<file path="src/rtl/urcpu_pkg.sv">
// Shared definitions for the micro-CPU control path: stage codes, opcodes, sequencer states.
// Latency: n/a (types and constants only).
// Backpressure: n/a.
package urcpu_pkg;

    // Stage code presented to the control unit on Instr_Stage
    localparam logic [1:0] STG_FETCH   = 2'b00;
    localparam logic [1:0] STG_DECODE  = 2'b01;
    localparam logic [1:0] STG_EXECUTE = 2'b10;
    localparam logic [1:0] STG_MEM     = 2'b11;

    // Opcodes; fetch/load/store share the all-zero encoding
    localparam logic [3:0] OP_FETCH = 4'b0000;
    localparam logic [3:0] OP_LOAD  = 4'b0000;
    localparam logic [3:0] OP_STORE = 4'b0000;
    localparam logic [3:0] OP_JUMP  = 4'b0100;
    localparam logic [3:0] OP_ALU   = 4'b0110;
    localparam logic [3:0] OP_HALT  = 4'b1111;

    typedef enum logic [2:0] {
        SEQ_FETCH,
        SEQ_DECODE,
        SEQ_EXECUTE,
        SEQ_MEM,
        SEQ_HALTED
    } seq_state_t;

    // Opcodes the sequencer carries through execute; everything else stops the machine
    function automatic logic op_is_defined(input logic [3:0] op);
        return (op == OP_LOAD) || (op == OP_STORE) || (op == OP_JUMP) || (op == OP_ALU);
    endfunction

endpackage

</file>
<file path="src/rtl/stage_sequencer_program_counter.sv">
// Program counter register with increment and parallel load; load has priority over increment.
// Latency: new value visible the cycle after inc/load.
// Backpressure: none; holds its value when neither enable is set.
module program_counter #(
    parameter int                ADDR_W   = 16,
    parameter logic [ADDR_W-1:0] RESET_PC = '0
) (
    input  logic              clk,
    input  logic              rst,
    input  logic              inc,
    input  logic              load,
    input  logic [ADDR_W-1:0] load_val,
    output logic [ADDR_W-1:0] pc
);

    // Jump target overrides the sequential increment; increment wraps naturally at 2^ADDR_W
    always_ff @(posedge clk or posedge rst) begin
        if (rst) begin
            pc <= RESET_PC;
        end else if (load) begin
            pc <= load_val;
        end else if (inc) begin
            pc <= pc + ADDR_W'(1);
        end
    end

endmodule

</file>
<file path="src/rtl/stage_sequencer.sv">
// Fetch/decode/execute/mem sequencer: owns PC and IR, presents stage + opcode to the control unit.
// Latency: ack cycle + 3 cycles per instruction (4 cycles with zero-wait memory).
// Backpressure: FETCH waits indefinitely for mem_ack; with STAGE_SEQ_STEP_EN defined, MEM holds until step=1.
import urcpu_pkg::*;

module stage_sequencer #(
    parameter int                ADDR_W   = 16,
    parameter int                INSTR_W  = 20,
    parameter logic [ADDR_W-1:0] RESET_PC = '0
) (
    input  logic               clk,
    input  logic               rst,
`ifdef STAGE_SEQ_STEP_EN
    input  logic               step,
`endif
    output logic               mem_req,
    output logic [ADDR_W-1:0]  mem_addr,
    input  logic [INSTR_W-1:0] mem_rdata,
    input  logic               mem_ack,
    output logic [1:0]         Instr_Stage,
    output logic [3:0]         opCode,
    output logic [INSTR_W-5:0] operand,
    output logic [ADDR_W-1:0]  pc,
    output logic               halted
);

    seq_state_t         state;
    logic [INSTR_W-1:0] ir;
    logic [3:0]         ir_op;
    logic               fetch_done;
    logic               jump_now;
    logic               mem_step;

    assign ir_op      = ir[INSTR_W-1 -: 4];
    assign operand    = ir[INSTR_W-5:0];
    assign mem_addr   = pc;
    // ack only counts while a request is actually outstanding in FETCH
    assign fetch_done = (state == SEQ_FETCH) && mem_req && mem_ack;
    assign jump_now   = (state == SEQ_EXECUTE) && (ir_op == OP_JUMP);

`ifdef STAGE_SEQ_STEP_EN
    assign mem_step = step;
`else
    assign mem_step = 1'b1;
`endif

    program_counter #(
        .ADDR_W   (ADDR_W),
        .RESET_PC (RESET_PC)
    ) u_pc (
        .clk      (clk),
        .rst      (rst),
        .inc      (fetch_done),
        .load     (jump_now),
        .load_val (ir[ADDR_W-1:0]),
        .pc       (pc)
    );

    // Sequencer FSM with registered stage/opcode/request/halt outputs
    always_ff @(posedge clk or posedge rst) begin
        if (rst) begin
            state       <= SEQ_FETCH;
            ir          <= '0;
            mem_req     <= 1'b0;
            Instr_Stage <= STG_FETCH;
            opCode      <= OP_FETCH;
            halted      <= 1'b0;
        end else begin
            case (state)
                SEQ_FETCH: begin
                    if (fetch_done) begin
                        ir          <= mem_rdata;
                        // loaded on the same edge as IR so DECODE already shows the IR opcode
                        opCode      <= mem_rdata[INSTR_W-1 -: 4];
                        mem_req     <= 1'b0;
                        Instr_Stage <= STG_DECODE;
                        state       <= SEQ_DECODE;
                    end else begin
                        // first FETCH after reset raises the request here
                        mem_req <= 1'b1;
                    end
                end
                SEQ_DECODE: begin
                    if (op_is_defined(ir_op)) begin
                        Instr_Stage <= STG_EXECUTE;
                        state       <= SEQ_EXECUTE;
                    end else begin
                        Instr_Stage <= STG_FETCH;
                        opCode      <= OP_HALT;
                        halted      <= 1'b1;
                        state       <= SEQ_HALTED;
                    end
                end
                SEQ_EXECUTE: begin
                    Instr_Stage <= STG_MEM;
                    state       <= SEQ_MEM;
                end
                SEQ_MEM: begin
                    if (mem_step) begin
                        // request issued on entry so a zero-wait ack completes in the first FETCH cycle
                        mem_req     <= 1'b1;
                        opCode      <= OP_FETCH;
                        Instr_Stage <= STG_FETCH;
                        state       <= SEQ_FETCH;
                    end
                end
                SEQ_HALTED: begin
                    mem_req <= 1'b0;
                end
                default: begin
                    mem_req     <= 1'b0;
                    Instr_Stage <= STG_FETCH;
                    opCode      <= OP_HALT;
                    halted      <= 1'b1;
                    state       <= SEQ_HALTED;
                end
            endcase
        end
    end

endmodule

</file>
<file path="config.mk">
export PLATFORM = sky130hd
export DESIGN_NAME = stage_sequencer
export DESIGN_NICKNAME = d
export VERILOG_FILES = /design/src/rtl/urcpu_pkg.sv /design/src/rtl/stage_sequencer_program_counter.sv /design/src/rtl/stage_sequencer.sv
export SDC_FILE = /design/constraint.sdc
export NUM_CORES = 1
export LEC_CHECK = 0
export BUFFER_PORTS_ARGS = -buffer_cell sky130_fd_sc_hd__buf_2
export CAP_MARGIN = 10
export CORE_MARGIN = 2
export CORE_UTILIZATION = 55
export CTS_CLUSTER_SIZE = 20
export DETAILED_ROUTE_END_ITERATION = 12
export PLACE_DENSITY_LB_ADDON = 0.1
export SLEW_MARGIN = 20
export SYNTH_ARGS = -nofsm -noshare
export SYNTH_HDL_FRONTEND = slang
export SYNTH_SLANG_ARGS = --single-unit
</file>
<file path="constraint.sdc">
create_clock -name clk -period 4.8 [get_ports clk]
set_input_delay 0.72 -clock clk [delete_from_list [all_inputs] [get_ports clk]]
set_output_delay 0.72 -clock clk [all_outputs]
set_load 0.02 [all_outputs]
</file>
======== Yosys cells after proc, flatten, opt, wreduce, memory -nomap -nowiden ========
Cells that the tools add are included.
storage, ports and cells
  register bits after elaboration ......... 47
  input bits .............................. 23
  logic and storage cells ................. 49
operators by class
  bitwise operators ....................... 3
  equality and inequality tests ........... 8
  multiplexer cells ....................... 15
  $add $sub $neg .......................... 1
  reductions and logical operators ........ 15
operators with widths
  kind                                                              number
  16-bit two-way mux                                                2
  16-bit by 1-bit adder with 16-bit output (second input constant)  1
  4-bit one-hot mux with 4 select lines                             1
  3-bit one-hot mux with 5 select lines                             1
  4-bit by 3-bit == test with 1-bit output (second input constant)  2
  4-bit two-way mux                                                 2
  2-bit one-hot mux with 4 select lines                             1
  3-bit by 2-bit == test with 1-bit output (second input constant)  2
  3-bit two-way mux                                                 2
  2-bit AND reduction                                               3
  4-bit zero test                                                   1
  2-bit two-way mux                                                 2
  2-bit != test (second input constant)                             2
  2-bit OR reduction                                                2
  4-bit OR reduction                                                1
  3-bit by 1-bit == test with 1-bit output (second input constant)  1
  3-bit == test (second input constant)                             1
  1-bit logical AND                                                 3
  3-bit zero test                                                   1
  1-bit inverter                                                    3
  1-bit one-hot mux with 3 select lines                             1
  3-bit AND reduction                                               1
  1-bit logical OR                                                  2
  1-bit two-way mux                                                 2
  other kinds (2)                                                   2

======== Longest topological paths before layout ========
Gate-level depths: netlist of the first run.
  word-level depth ........................ 5
  gate-level depth with buffers ........... 8
  mapped depth without buffers ............ 5

======== Cells and area by module ========
Synthesis of the first run repeated with hierarchy kept, for this count alone.
unflattened totals
  cells, all modules ...................... 235
  area total of the unflattened synthesis .. 2522.4 sq um
by module, submodules not included
  module           cells each  times used  area each (sq um)
  stage_sequencer  134         1           1605.3
  program_counter  101         1           917.1

======== Worst setup path before layout of the first run ========
OpenSTA, ideal clock, no wires.
  path kind ............................... register to register
  start point ............................. register u_pc.pc[0]
  end point ............................... register u_pc.pc[14]
  data required time ...................... 4671 ps
  path slack .............................. 2797 ps
  arrival ................................. 1874 ps
  buffers on the path ..................... 0
  period minus slack after synthesis ...... 2003 ps
  library setup time ...................... 129 ps
  cell stages (with the launch flop) ...... 6
  path through ............................ dfrtp_1 -> ha_1 -> nand3_2 -> or3_1 -> o211a_1 -> a2111o_1
on the way
  cells in the longest elaborated chain, start to end .. 3
ends and longest elaborated chain
  item                                      line                                   RTL
  start, declared                           stage_sequencer_program_counter.sv:13  output logic [ADDR_W-1:0] pc
  start signal, assigned                    stage_sequencer_program_counter.sv:21  pc <= load_val;
  start signal, assigned                    stage_sequencer_program_counter.sv:23  pc <= pc + ADDR_W'(1);
  16-bit by 1-bit adder with 16-bit output  stage_sequencer_program_counter.sv:23
  16-bit two-way mux                        stage_sequencer_program_counter.sv:22  end else if (inc) begin
  16-bit two-way mux                        stage_sequencer_program_counter.sv:20  end else if (load) begin
Every way passes these cells. The select of a mux whose other input is x is not followed.
A chain may end at the register's enable or synchronous reset.

======== Final worst setup path of the first run ========
  start point ............................. register state[1]
  end point ............................... register u_pc.pc[14]
on the way
  cells in the longest elaborated chain, start to end .. 4
  elaborated cells between the ends (all ways) .. 7
  those cells by class .................... eq/ne: 1; mux: 1; reduce/logical: 5
ends and longest elaborated chain
  item                                 line                   RTL
  start, declared                      stage_sequencer.sv:27  seq_state_t state;
  start signal, assigned               stage_sequencer.sv:62  state <= SEQ_FETCH;
  start signal, assigned               stage_sequencer.sv:77  state <= SEQ_DECODE;
  start signal, assigned               stage_sequencer.sv:86  state <= SEQ_EXECUTE;
  3-bit zero test                      stage_sequencer.sv:38  assign fetch_done = (state == SEQ_FETCH) && mem_req && mem_ack;
  1-bit logical AND (2 in a row)       stage_sequencer.sv:38
  2-bit nonzero test (no source line)  --
Several ways; a longest one is shown, not always the timed one.

==> report_table.html, run 1 <==
<table>
<tr><th>Metric</th><th>Value</th></tr>
<tr><th colspan="2">Final layout</th></tr>
<tr><td>Number of diodes added for antenna fixing</td><td>0</td></tr>
<tr><td>Layout overhead on the synthesized area</td><td>8.00%</td></tr>
<tr><td>Utilization of the core after routing</td><td>63.1%</td></tr>
<tr><td>Most frequent cells in the layout</td><td>78 x sky130_fd_sc_hd__buf_2, 72 x sky130_fd_sc_hd__nand2_1, 46 x sky130_fd_sc_hd__dfrtp_1</td></tr>
<tr><td>Area of all placed cells without fillers</td><td>between 2000 and 3000 um2</td></tr>
<tr><td>Final net count</td><td>344</td></tr>
<tr><td>Leading cell type in the layout, fill and taps excluded</td><td>sky130_fd_sc_hd__buf_2</td></tr>
<tr><td>Fraction of final layout cells with drive strength greater than 1</td><td>30.5%</td></tr>
<tr><th colspan="2">Worst setup path</th></tr>
<tr><td>Worst-path cell with the longest stage delay</td><td>sky130_fd_sc_hd__and4_1</td></tr>
<tr><td>Startpoint of the lowest-slack register-to-register path</td><td>state[1]</td></tr>
<tr><td>Endpoint required time on the critical path</td><td>4.98 ns</td></tr>
<tr><td>Worst-path maximum fanout</td><td>25</td></tr>
<tr><td>Slowest stage delay, CP</td><td>0.78 ns</td></tr>
<tr><td>Count of cells along the worst register-to-register path</td><td>4</td></tr>
<tr><td>Critical Path Start Type</td><td>register</td></tr>
<tr><td>Critical path capture point type</td><td>register</td></tr>
<tr><td>Destination of the worst register-to-register timing path</td><td>u_pc.pc[14]</td></tr>
<tr><td>Critical Path End</td><td>u_pc.pc[14]</td></tr>
<tr><td>WP data arrival</td><td>roughly 2.5 ns</td></tr>
<tr><td>Critical Path Start</td><td>state[1]</td></tr>
<tr><td>R2R setup slack</td><td>between 2 and 2.5 ns</td></tr>
<tr><td>WS Path Type</td><td>reg -&gt; reg</td></tr>
<tr><td>Cell-by-cell trace of the critical path</td><td>nor2b_4 &gt; and4_1 &gt; nor2_1 &gt; a2111o_1</td></tr>
<tr><th colspan="2">GRT</th></tr>
<tr><td>Number of antenna violations at the first check in global routing</td><td>0</td></tr>
<tr><td>Number of global-route vias before repair</td><td>1904</td></tr>
<tr><td>Wire length of the first global-routing pass</td><td>roughly 8.9 mm</td></tr>
<tr><td>Total routing usage reported by global routing</td><td>21.9%</td></tr>
<tr><td>Largest net degree at the start of global routing</td><td>47</td></tr>
<tr><td>Remaining Overflow, GRT</td><td>0</td></tr>
<tr><th colspan="2">Clock network</th></tr>
<tr><td>Total setup buffers inserted after CTS</td><td>0</td></tr>
<tr><td>H-tree level count</td><td>2</td></tr>
<tr><td>Clock tree from TritonCTS</td><td>yes</td></tr>
<tr><td>Number of buffers between clock root and the deepest sink</td><td>2</td></tr>
<tr><td>Hold_buf cts</td><td>0</td></tr>
<tr><td>CTS clk-pin slew, worst paths</td><td>0.09 ns</td></tr>
<tr><td>Number of buffers created by CTS</td><td>5</td></tr>
<tr><td>Clock sinks</td><td>between 40 and 50</td></tr>
<tr><td>Clock network latency to the later pin of the worst-skew pair</td><td>roughly 0.3 ns</td></tr>
<tr><td>CTS-repair resized insts</td><td>0</td></tr>
<tr><td>Clock root buffer master</td><td>sky130_fd_sc_hd__clkbuf_8</td></tr>
<tr><th colspan="2">Pwr</th></tr>
<tr><td>Power density of the placed cells</td><td>between 500 and 600 nW/um2</td></tr>
<tr><td>Internal Power</td><td>approximately 830 uW</td></tr>
<tr><td>Part of the power in the clock network</td><td>16.8%</td></tr>
<tr><td>Worst VDD drop</td><td>0.000281 V</td></tr>
<tr><td>Net switching power</td><td>620 uW</td></tr>
<tr><td>Leakage Power</td><td>1.40 nW</td></tr>
<tr><td>Part of the total power dissipated in combinational logic</td><td>between 30% and 40%</td></tr>
<tr><td>Sequential group share of total power</td><td>45.6%</td></tr>
<tr><td>Share of total power consumed by net switching</td><td>42.8%</td></tr>
<tr><th colspan="2">STA</th></tr>
<tr><td>Worst-case headroom to the max-slew limit</td><td>35.9%</td></tr>
<tr><td>Total setup violations reported at the end of the flow</td><td>0</td></tr>
<tr><td>Share of the clock period used by the worst path</td><td>48.0%</td></tr>
<tr><td>Final hold viol count</td><td>0</td></tr>
<tr><td>Clock tree skew after final layout</td><td>roughly 0.0083 ns</td></tr>
<tr><td>Setup TNS</td><td>0 ns</td></tr>
<tr><td>Worst hold slack across all endpoints</td><td>between 0.4 and 0.5 ns</td></tr>
<tr><td>Fmax achieved</td><td>between 0.4 and 0.5 GHz</td></tr>
<tr><td>Unrepaired setup endpoints after global routing</td><td>false</td></tr>
<tr><td>Time the worst path needs with I/O delays and setup</td><td>2.30 ns</td></tr>
<tr><td>Max Slew Vio Count</td><td>0</td></tr>
<tr><td>Slew of the pin with the lowest slew margin</td><td>0.961 ns</td></tr>
<tr><th colspan="2">Placed design</th></tr>
<tr><td>Post-DP HPWL</td><td>3.68 mm</td></tr>
<tr><td>Placed cell areas</td><td>2710 um2</td></tr>
<tr><td>Number of buffer cells added on primary ports</td><td>between 70 and 80</td></tr>
<tr><td>Routability-driven placement congestion ratio</td><td>between 0.7 and 0.8</td></tr>
<tr><th colspan="2">Logic synthesis</th></tr>
<tr><td>Top FF cell, synth</td><td>sky130_fd_sc_hd__dfrtp_1</td></tr>
<tr><td>Cell area after synthesis</td><td>between 2000 and 3000 um2</td></tr>
<tr><td>Post-synthesis sequential area ratio</td><td>about 44%</td></tr>
<tr><td>Cell type contributing the most total cell area after synthesis</td><td>sky130_fd_sc_hd__dfrtp_1</td></tr>
<tr><td>Fraction of synthesis flops using an asynchronous set or reset pin</td><td>100%</td></tr>
<tr><td>Cell variety after synth</td><td>47</td></tr>
<tr><td>Average cell area after synthesis</td><td>9.23 um2</td></tr>
<tr><td>Number of storage elements in the synthesis netlist</td><td>46</td></tr>
<tr><td>Number of synthesis warnings</td><td>0</td></tr>
<tr><td>Number of enable flip-flop cells after synthesis</td><td>0</td></tr>
<tr><td>Post-synthesis cell count</td><td>281</td></tr>
<tr><td>Top cells by area in the synthesized netlist</td><td>sky130_fd_sc_hd__dfrtp_1 44%, sky130_fd_sc_hd__nand2_1 10%, sky130_fd_sc_hd__buf_4 9.8%, sky130_fd_sc_hd__a221o_1 4.2%, sky130_fd_sc_hd__mux2i_1 3.1%</td></tr>
<tr><td>Synth top area share</td><td>between 40 and 50%</td></tr>
<tr><td>Post-Syn Nets</td><td>305</td></tr>
<tr><th colspan="2">Die</th></tr>
<tr><td>Top-level I/O count</td><td>79</td></tr>
<tr><td>FP Rows</td><td>24</td></tr>
<tr><td>Die area</td><td>~5300 um2</td></tr>
<tr><td>Placeable core region</td><td>around 4400 um2</td></tr>
<tr><td>Die width</td><td>72.7 um</td></tr>
<tr><td>Height of the chip</td><td>72.7 um</td></tr>
<tr><td>Starting density of the core</td><td>approximately three fifths</td></tr>
<tr><th colspan="2">Routing</th></tr>
<tr><td>Total number of vias</td><td>2080</td></tr>
<tr><td>First-pass DRT Iterations</td><td>4</td></tr>
<tr><td>Routed Antenna Nets</td><td>0</td></tr>
<tr><td>Initial DRC count</td><td>159</td></tr>
<tr><td>Per-cell via count in the routed design</td><td>~5.6</td></tr>
<tr><td>Total DRC errors in the routed layout</td><td>0</td></tr>
<tr><td>Total Wirelength</td><td>roughly 5.5 mm</td></tr>
<tr><td>Wirelength per Cell</td><td>14.6 um</td></tr>
<tr><th colspan="2">Min path</th></tr>
<tr><td>Min-Delay Path Class</td><td>reg -&gt; reg</td></tr>
<tr><th colspan="2">Flow run</th></tr>
<tr><td>Max-cap violations</td><td>0</td></tr>
<tr><th colspan="2">Status</th></tr>
<tr><td>Status</td><td>complete, no violations</td></tr>
</table>
-- critical path, delay by kind of cell, from the launching register on --
kind,cells,cell delay [ns]
simple gates,3,1.16
compound gates,1,0.45
flops,1,0.57
-- power groups by stage --
stage | logic, mW | clock network, mW | registers (mW)
after floorplan | 0.468 | 0 | 0.678
after global placement | 0.540 | 0 | 0.665
after detailed placement | 0.550 | 0 | 0.667
after CTS | 0.552 | 0.250 | 0.661
after global routing | 0.596 | 0.263 | 0.682
final | 0.544 | 0.244 | 0.662
-- final cells by class --
cell class	instances	area [um2]
Clock buffer	7	86.3
Clock inverter	1	5.00
Fill cell	417	1640
Inverter	7	26.3
Multi-Input combinational cell	181	1070
Sequential cell	46	1150
Tap cell	52	65.1
Timing Repair Buffer	79	398
-- per-stage QoR --
stage / setup WS [ns] / power, mW / instances
2_1_floorplan: 2.80 / 1.15 / 281
5_1_grt: 2.35 / 1.54 / 373
3_5_place_dp: 2.41 / 1.22 / 365
4_1_cts: 2.52 / 1.46 / 373
3_3_place_gp: 2.45 / 1.20 / 365
6_report: 2.50 / 1.45 / 373
-- logic make-up (layout without fill, tap and decap cells) --
kind of cell	Yosys count	count (layout)	synth area share, %
DFF	46	46	44.4
buffers and inverters	54	94	14.4
and+or+nand+nor	130	130	24.3
adders and majority gates	1	1	0.482
xor gates and xnor gates	1	1	0.338
muxes	11	11	4.39
AOI/OAI and AO/OA	38	38	11.8
-- cells in the mapped netlist (all sizes together) (5+ instances only) --
cell,count
dfrtp,46
nand3,8
nand4,6
clkbuf,5
mux2i,8
nor4,6
nor2,14
buf,42
nor3,6
nand2,72
o21ai,8
a221o,11
inv,7
-- state kept, by name, indices dropped and copies added (netlist names) --
register     flops
ir              20
opCode           4
u_pc.pc         16
Instr_Stage      2
state            2
mem_req          1
halted           1
-- per-layer routing --
layer | track usage, % | vias to the layer above | wire, um
met5 | 0 | - | 0
met4 | 8.85 | 0 | 79
met3 | 4.70 | 8 | 228
met2 | 34.0 | 53 | 2610
met1 | 29.8 | 993 | 2530
li1 | - | 1026 | -
-- how the worst min path moves through the flow --
stage / from / end / slack, ns / depth (start not counted)
6_report: halted / halted / 0.48 / 1
5_1_grt: ir[19] / ir[19] / 0.52 / 2
4_1_cts: halted / halted / 0.49 / 1
3_5_place_dp: halted / halted / 0.46 / 1
3_3_place_gp: ir[19] / ir[19] / 0.46 / 2
2_1_floorplan: ir[19] / ir[19] / 0.45 / 2
Note: power is estimated with default switching activity, not from simulation.
==> inputs of run 2 (changes only) <==
- CORE_UTILIZATION: 55 -> 51
- clock period: 4.8 -> 2.2 ns (I/O delays scaled with it)
==> run 2 against run 1 <==
Compared with the run above: worst setup slack worse by 2.3 ns; final area is 5.2% higher; flip-flop and latch count stayed put; clock-buffer cell count is 2 lower; combinational power is 140% higher; maximum frequency is 13% higher; critical path depth is 1 higher; clock skew is 0.00088 ns lower; final cell count is 7.5% higher; via count is 2.5% higher.
==> report_table.html, run 2 (synthesis results as in run 1) <==
<table>
<tr><th>Metric</th><th>Value</th></tr>
<tr><th colspan="2">Worst setup path</th></tr>
<tr><td>WS Path Type</td><td>reg -&gt; reg</td></tr>
<tr><td>WP data arrival</td><td>2.22 ns (-0.26 ns)</td></tr>
<tr><td>Critical path capture point type</td><td>register</td></tr>
<tr><td>Endpoint required time on the critical path</td><td>2.39 ns (-2.59 ns)</td></tr>
<tr><td>Critical Path Start Type</td><td>register</td></tr>
<tr><td>Worst-path maximum fanout</td><td>8 (-68%)</td></tr>
<tr><th colspan="2">Routing</th></tr>
<tr><td>Total Wirelength</td><td>5.73 mm (+5.1%)</td></tr>
<tr><td>Initial DRC count</td><td>104 (-35%)</td></tr>
<tr><td>Routed Antenna Nets</td><td>0 (unchanged)</td></tr>
<tr><td>Wirelength per Cell</td><td>14.3 um (-2.2%)</td></tr>
<tr><td>Per-cell via count in the routed design</td><td>5.32 (-4.7%)</td></tr>
<tr><td>Total number of vias</td><td>2132 (+2.5%)</td></tr>
<tr><td>Total DRC errors in the routed layout</td><td>0 (unchanged)</td></tr>
<tr><td>First-pass DRT Iterations</td><td>4 (unchanged)</td></tr>
<tr><th colspan="2">STA</th></tr>
<tr><td>Time the worst path needs with I/O delays and setup</td><td>2.04 ns (-0.266 ns)</td></tr>
<tr><td>Clock tree skew after final layout</td><td>0.00743 ns (-0.000884 ns)</td></tr>
<tr><td>Total setup violations reported at the end of the flow</td><td>0 (unchanged)</td></tr>
<tr><td>Share of the clock period used by the worst path</td><td>92.5% (+45 points)</td></tr>
<tr><td>Final hold viol count</td><td>0 (unchanged)</td></tr>
<tr><td>Unrepaired setup endpoints after global routing</td><td>false</td></tr>
<tr><td>Worst hold slack across all endpoints</td><td>0.0336 ns (-0.444 ns)</td></tr>
<tr><td>Max Slew Vio Count</td><td>0 (unchanged)</td></tr>
<tr><td>Setup TNS</td><td>0 ns (unchanged)</td></tr>
<tr><td>Worst-case headroom to the max-slew limit</td><td>52.8% (+17 points)</td></tr>
<tr><td>Fmax achieved</td><td>0.491 GHz (+13%)</td></tr>
<tr><td>Slew of the pin with the lowest slew margin</td><td>0.708 ns (-0.253 ns)</td></tr>
<tr><th colspan="2">Final layout</th></tr>
<tr><td>Largest registers in the final layout</td><td>ir (20), u_pc.pc (16), opCode (4)</td></tr>
<tr><td>Fill count</td><td>452 (+8.4%)</td></tr>
<tr><td>Most frequent cells in the layout</td><td>78 x sky130_fd_sc_hd__buf_2, 72 x sky130_fd_sc_hd__nand2_1, 46 x sky130_fd_sc_hd__dfrtp_1</td></tr>
<tr><td>Number of diodes added for antenna fixing</td><td>0 (unchanged)</td></tr>
<tr><td>Multi-input gate area in the final layout</td><td>1070 um2 (unchanged)</td></tr>
<tr><td>Final net count</td><td>357 (+3.8%)</td></tr>
<tr><td>Sequential cell area</td><td>1150 um2 (unchanged)</td></tr>
<tr><td>Layout overhead on the synthesized area</td><td>13.6%</td></tr>
<tr><td>Fraction of final layout cells with drive strength greater than 1</td><td>33.5% (+3.0 points)</td></tr>
<tr><td>Leading cell type in the layout, fill and taps excluded</td><td>sky130_fd_sc_hd__buf_2</td></tr>
<tr><td>Reg with most FFs</td><td>ir</td></tr>
<tr><td>Flip-flop count of the largest register, all copies and words added</td><td>20 (unchanged)</td></tr>
<tr><td>Final std cells w/o fill</td><td>401 (+7.5%)</td></tr>
<tr><th colspan="2">Clock network</th></tr>
<tr><td>Number of buffers created by CTS</td><td>5 (unchanged)</td></tr>
<tr><td>Hold_buf cts</td><td>0 (unchanged)</td></tr>
<tr><td>Clock tree from TritonCTS</td><td>yes</td></tr>
<tr><td>Number of buffers between clock root and the deepest sink</td><td>2 (unchanged)</td></tr>
<tr><td>Clock root buffer master</td><td>sky130_fd_sc_hd__clkbuf_8</td></tr>
<tr><td>Clock network latency to the later pin of the worst-skew pair</td><td>0.30 ns (about the same)</td></tr>
<tr><td>Total setup buffers inserted after CTS</td><td>0 (unchanged)</td></tr>
<tr><td>Clock sinks</td><td>46 (unchanged)</td></tr>
<tr><td>CTS clk-pin slew, worst paths</td><td>0.09 ns (about the same)</td></tr>
<tr><td>H-tree level count</td><td>2 (unchanged)</td></tr>
<tr><td>CTS-repair resized insts</td><td>0 (unchanged)</td></tr>
<tr><th colspan="2">GRT</th></tr>
<tr><td>Number of antenna violations at the first check in global routing</td><td>0 (unchanged)</td></tr>
<tr><td>Total routing usage reported by global routing</td><td>21.3% (-0.60 points)</td></tr>
<tr><td>Largest net degree at the start of global routing</td><td>26 (-45%)</td></tr>
<tr><td>Number of global-route vias before repair</td><td>1970 (+3.5%)</td></tr>
<tr><td>Remaining Overflow, GRT</td><td>0 (unchanged)</td></tr>
<tr><td>Wire length of the first global-routing pass</td><td>9.29 mm (+4.3%)</td></tr>
<tr><th colspan="2">Pwr</th></tr>
<tr><td>Internal Power</td><td>1.92 mW (+130%)</td></tr>
<tr><td>Part of the power in the clock network</td><td>18.8% (+2.0 points)</td></tr>
<tr><td>Part of the total power dissipated in combinational logic</td><td>39.0% (+1.5 points)</td></tr>
<tr><td>Sequential group share of total power</td><td>42.2% (-3.4 points)</td></tr>
<tr><td>Worst VDD drop</td><td>0.000624 V (+120%)</td></tr>
<tr><td>Net switching power</td><td>1.36 mW (+120%)</td></tr>
<tr><td>Power density of the placed cells</td><td>1110 nW/um2 (+120%)</td></tr>
<tr><td>Share of total power consumed by net switching</td><td>41.5% (-1.3 points)</td></tr>
<tr><td>Leakage Power</td><td>1.48 nW (+5.6%)</td></tr>
<tr><th colspan="2">Placed design</th></tr>
<tr><td>Routability-driven placement congestion ratio</td><td>0.808 (+6.5%)</td></tr>
<tr><td>Number of buffer cells added on primary ports</td><td>78 (unchanged)</td></tr>
<tr><td>Number of cells in the design after placement</td><td>393 (+7.7%)</td></tr>
<tr><td>Post-DP HPWL</td><td>4.17 mm (+13%)</td></tr>
<tr><th colspan="2">Die</th></tr>
<tr><td>Starting density of the core</td><td>53.9% (-4.5 points)</td></tr>
<tr><td>Height of the chip</td><td>75.3 um (+3.6%)</td></tr>
<tr><td>FP Rows</td><td>25 (+4.2%)</td></tr>
<tr><td>Die width</td><td>75.3 um (+3.6%)</td></tr>
<tr><td>Top-level I/O count</td><td>79 (unchanged)</td></tr>
<tr><td>Die area</td><td>5670 um2 (+7.4%)</td></tr>
<tr><td>Placeable core region</td><td>4820 um2 (+8.4%)</td></tr>
<tr><th colspan="2">Status</th></tr>
<tr><td>Status</td><td>complete, no violations</td></tr>
<tr><th colspan="2">Min path</th></tr>
<tr><td>Min-Delay Path Class</td><td>in -&gt; async</td></tr>
<tr><th colspan="2">Flow run</th></tr>
<tr><td>Max-cap violations</td><td>0 (unchanged)</td></tr>
</table>
==> run 2: worst paths after layout <==
kind                         startpoint     endpoint  slack (ns)  cells after the start
max                          u_pc.pc[1]  u_pc.pc[14]        0.16                      5
max reg2reg                  u_pc.pc[1]  u_pc.pc[14]        0.16                      5
min                                 rst        ir[1]        0.03                      2
min in group clk           mem_rdata[4]        ir[4]        0.21                      3
max in group asynchronous           rst   u_pc.pc[0]        1.66                      3
min reg2reg                      halted       halted        0.48                      1
==> run 2: critical path: stages (launching register included) <==
cell,delay [ns]
sky130_fd_sc_hd__dfrtp_1,0.48
sky130_fd_sc_hd__ha_1,0.24
sky130_fd_sc_hd__nand3_2,0.18
sky130_fd_sc_hd__or3_1,0.43
sky130_fd_sc_hd__o211a_1,0.23
sky130_fd_sc_hd__a2111o_1,0.37
==> run 2: through the flow <==
step | total power, mW | setup WS [ns] | util, % | cell area (um2)
3_3_place_gp | 2.67 | 0.273 | 59.0 | 2840
2_1_floorplan | 2.50 | 0.197 | - | 2590
3_5_place_dp | 2.70 | 0.201 | 59.0 | 2840
6_report | 3.29 | 0.164 | 61.2 | 2950
5_1_grt | 3.51 | 0.0316 | 61.2 | 2950
4_1_cts | 3.32 | 0.179 | 61.2 | 2950
==> run 2: final cells by class <==
| type | instances | area share, % |
|---|---|---|
| tap | 67 | 2.84 |
| clock buffer | 5 | 2.33 |
| inverter | 7 | 0.891 |
| timing repair buffer | 92 | 17.2 |
| sequential | 46 | 39.0 |
| multi-input combinational | 181 | 36.3 |
| clock inverter | 3 | 1.36 |
==> run 2: power by group through the flow <==
stage | Sequential (mW) | Combinational, mW | Clock, mW
floorplan | 1.48 | 1.02 | 0
global placement | 1.40 | 1.28 | 0
detailed placement | 1.41 | 1.29 | 0
CTS | 1.39 | 1.29 | 0.631
global route | 1.44 | 1.41 | 0.665
finish | 1.39 | 1.28 | 0.618
==> run 2: metal layers <==
metal	vias to the layer above	track usage, %	part of all wire [%]
met4	0	6.04	1.1
li1	1050	-	-
met1	1010	29.7	45
met5	-	0	0
met3	6	3.97	5.4
met2	66	34.0	48
==> inputs of run 3 (changes only) <==
- GPL_TIMING_DRIVEN: unset -> 0
==> run 3 against run 2 <==
Compared with the run above: combinational power is 19% higher; hold slack worse by 0.033 ns; final cell count is 8.5% higher; total power is 8.8% higher; global-route usage is 0.92 points higher; clock-buffer cell count stayed put; die area stayed put; largest power group is now combinational logic.
==> report_table.html, run 3 (synthesis results as in run 1) <==
<table>
<tr><th>Metric</th><th>Value</th></tr>
<tr><th colspan="2">Status</th></tr>
<tr><td>Status</td><td>complete, no violations</td></tr>
<tr><th colspan="2">Clock network</th></tr>
<tr><td>H-tree level count</td><td>2 (unchanged)</td></tr>
<tr><td>CTS clk-pin slew, worst paths</td><td>0.09 ns (about the same)</td></tr>
<tr><td>Number of buffers between clock root and the deepest sink</td><td>2 (unchanged)</td></tr>
<tr><td>Number of buffers created by CTS</td><td>5 (unchanged)</td></tr>
<tr><td>Clock network latency to the later pin of the worst-skew pair</td><td>0.30 ns (about the same)</td></tr>
<tr><td>Clock root buffer master</td><td>sky130_fd_sc_hd__clkbuf_8</td></tr>
<tr><td>Clock sinks</td><td>46 (unchanged)</td></tr>
<tr><td>Total setup buffers inserted after CTS</td><td>0 (unchanged)</td></tr>
<tr><td>Clock tree from TritonCTS</td><td>yes</td></tr>
<tr><th colspan="2">GRT</th></tr>
<tr><td>Number of antenna violations at the first check in global routing</td><td>0 (unchanged)</td></tr>
<tr><td>Remaining Overflow, GRT</td><td>0 (unchanged)</td></tr>
<tr><td>Largest net degree at the start of global routing</td><td>30 (+15%)</td></tr>
<tr><td>Number of global-route vias before repair</td><td>2016 (+2.3%)</td></tr>
<tr><td>Total routing usage reported by global routing</td><td>22.2% (+0.92 points)</td></tr>
<tr><td>Wire length of the first global-routing pass</td><td>9.66 mm (+4.0%)</td></tr>
<tr><th colspan="2">STA</th></tr>
<tr><td>Worst-case headroom to the max-slew limit</td><td>55.2% (+2.4 points)</td></tr>
<tr><td>Final critical-path setup slack</td><td>0.115 ns (-0.0486 ns)</td></tr>
<tr><td>Setup TNS</td><td>0 ns (unchanged)</td></tr>
<tr><td>Fmax achieved</td><td>0.480 GHz (-2.3%)</td></tr>
<tr><td>Total setup violations reported at the end of the flow</td><td>0 (unchanged)</td></tr>
<tr><td>Slew of the pin with the lowest slew margin</td><td>0.665 ns (-0.0428 ns)</td></tr>
<tr><td>Unrepaired setup endpoints after global routing</td><td>false</td></tr>
<tr><td>Time the worst path needs with I/O delays and setup</td><td>2.08 ns (+0.0486 ns)</td></tr>
<tr><td>Max Slew Vio Count</td><td>0 (unchanged)</td></tr>
<tr><td>Share of the clock period used by the worst path</td><td>94.8% (+2.2 points)</td></tr>
<tr><td>Final hold viol count</td><td>0 (unchanged)</td></tr>
<tr><td>Clock tree skew after final layout</td><td>0.00646 ns (-0.000970 ns)</td></tr>
<tr><th colspan="2">Final layout</th></tr>
<tr><td>Largest registers in the final layout</td><td>ir (20), u_pc.pc (16), opCode (4)</td></tr>
<tr><td>Reg with most FFs</td><td>ir</td></tr>
<tr><td>Layout overhead on the synthesized area</td><td>23.3%</td></tr>
<tr><td>Leading cell type in the layout, fill and taps excluded</td><td>sky130_fd_sc_hd__buf_2</td></tr>
<tr><td>Utilization of the core after routing</td><td>66.4% (+5.2 points)</td></tr>
<tr><td>Final net count</td><td>391 (+9.5%)</td></tr>
<tr><td>Flip-flop count of the largest register, all copies and words added</td><td>20 (unchanged)</td></tr>
<tr><td>Number of diodes added for antenna fixing</td><td>0 (unchanged)</td></tr>
<tr><td>Fill count</td><td>439 (-2.9%)</td></tr>
<tr><td>Final std cells w/o fill</td><td>435 (+8.5%)</td></tr>
<tr><td>Most frequent cells in the layout</td><td>83 x sky130_fd_sc_hd__buf_2, 72 x sky130_fd_sc_hd__nand2_1, 45 x sky130_fd_sc_hd__dfrtp_1</td></tr>
<tr><td>Fraction of final layout cells with drive strength greater than 1</td><td>38.9% (+5.3 points)</td></tr>
<tr><th colspan="2">Routing</th></tr>
<tr><td>First-pass DRT Iterations</td><td>4 (unchanged)</td></tr>
<tr><td>Top routing layer in use</td><td>met4</td></tr>
<tr><td>Per-cell via count in the routed design</td><td>5.19 (-2.4%)</td></tr>
<tr><td>Routed Antenna Nets</td><td>0 (unchanged)</td></tr>
<tr><td>Met3 wirelength from detailed routing</td><td>249 um (-20%)</td></tr>
<tr><td>Routed length on met1</td><td>2.71 mm (+4.9%)</td></tr>
<tr><td>Detailed-routed wire length on met2</td><td>2.94 mm (+6.0%)</td></tr>
<tr><td>Total Wirelength</td><td>5.95 mm (+3.9%)</td></tr>
<tr><td>Total DRC errors in the routed layout</td><td>0 (unchanged)</td></tr>
<tr><td>Initial DRC count</td><td>122 (+17%)</td></tr>
<tr><td>Total number of vias</td><td>2257 (+5.9%)</td></tr>
<tr><td>Wirelength per Cell</td><td>13.7 um (-4.2%)</td></tr>
<tr><th colspan="2">Placed design</th></tr>
<tr><td>Number of buffer cells added on primary ports</td><td>78 (unchanged)</td></tr>
<tr><td>Number of cells in the design after placement</td><td>427 (+8.7%)</td></tr>
<tr><td>Post-DP HPWL</td><td>4.34 mm (+3.9%)</td></tr>
<tr><td>Post-placement setup slack</td><td>0.115 ns (-0.0863 ns)</td></tr>
<tr><td>Routability-driven placement congestion ratio</td><td>0.884 (+9.5%)</td></tr>
<tr><th colspan="2">Min path</th></tr>
<tr><td>Min-Delay Path Class</td><td>in -&gt; async</td></tr>
<tr><th colspan="2">Worst setup path</th></tr>
<tr><td>Endpoint required time on the critical path</td><td>2.38 ns (about the same)</td></tr>
<tr><td>WS Path Type</td><td>reg -&gt; reg</td></tr>
<tr><td>WP data arrival</td><td>2.27 ns (+0.05 ns)</td></tr>
<tr><td>Critical path capture point type</td><td>register</td></tr>
<tr><td>Worst-path maximum fanout</td><td>8 (unchanged)</td></tr>
<tr><td>Critical Path Start Type</td><td>register</td></tr>
<tr><th colspan="2">Pwr</th></tr>
<tr><td>Leakage Power</td><td>1.64 nW (+11%)</td></tr>
<tr><td>Worst VDD drop</td><td>0.000672 V (+7.7%)</td></tr>
<tr><td>Power density of the placed cells</td><td>1120 nW/um2 (+0.28%)</td></tr>
<tr><th colspan="2">Die</th></tr>
<tr><td>Height of the chip</td><td>75.3 um (unchanged)</td></tr>
<tr><td>Die width</td><td>75.3 um (unchanged)</td></tr>
<tr><td>FP Rows</td><td>25 (unchanged)</td></tr>
<tr><td>Die area</td><td>5670 um2 (unchanged)</td></tr>
<tr><td>Placeable core region</td><td>4820 um2 (unchanged)</td></tr>
<tr><td>Top-level I/O count</td><td>79 (unchanged)</td></tr>
<tr><td>Starting density of the core</td><td>53.9% (unchanged)</td></tr>
<tr><th colspan="2">Flow run</th></tr>
<tr><td>Max-cap violations</td><td>0 (unchanged)</td></tr>
</table>
-- run 3: critical path, cell delays in order, from the launching register on --
cell                       delay [ns]
sky130_fd_sc_hd__dfrtp_1         0.50
sky130_fd_sc_hd__ha_1            0.25
sky130_fd_sc_hd__nand3_2         0.17
sky130_fd_sc_hd__or3_1           0.43
sky130_fd_sc_hd__o211a_1         0.24
sky130_fd_sc_hd__a2111o_1        0.37
-- run 3: path summary, 6_finish.rpt --
check | from | endpoint | slack, ns | depth (start not counted)
hold / removal | rst | ir[6] | 0.0004 | 2
setup reg to reg | u_pc.pc[1] | u_pc.pc[14] | 0.12 | 5
min in group clk | mem_rdata[3] | ir[3] | 0.21 | 3
max in group asynchronous | rst | u_pc.pc[0] | 1.71 | 3
setup / recovery | u_pc.pc[1] | u_pc.pc[14] | 0.12 | 5
hold reg to reg | halted | halted | 0.48 | 1
-- run 3: through the flow --
| stage | power [mW] | cell area (um2) | hold slack (ns) |
|---|---|---|---|
| finish | 3.58 | 3200 | 0.000432 |
| global route | 3.81 | 3200 | 0.0240 |
| CTS | 3.60 | 3200 | 0.00906 |
| detailed placement | 2.98 | 3090 | 0.336 |
| global placement | 2.93 | 3070 | 0.457 |
| floorplan | 2.50 | 2590 | 0.435 |
-- run 3: layout make-up --
class / count / area [um2] / area share [%]
buffer: 47 / 347 / 10.8
clock inverter: 3 / 40.0 / 1.25
inverter: 7 / 26.3 / 0.821
clock buffer: 5 / 68.8 / 2.15
multi-input combinational: 181 / 1070 / 33.5
sequential: 46 / 1150 / 36.0
tap: 67 / 83.8 / 2.62
timing repair buffer: 79 / 410 / 12.8
-- run 3: metal layers --
layer  up-vias  GRT usage (%)
li1       1114              -
met1      1081           30.6
met2        55           37.1
met3         7           3.44
met4         0           5.26
met5         -              0
-- run 3: power by group --
group	internal, mW	switching [mW]
Clock	0.335	0.287
Combinational	0.676	0.848
Sequential	1.14	0.294
Total	2.15	1.43
-- run 3: timing repair --
item,CTS,global route
endpoints found under the setup margin,0,1
gates resized for setup,0,1
hold buffers,0,0
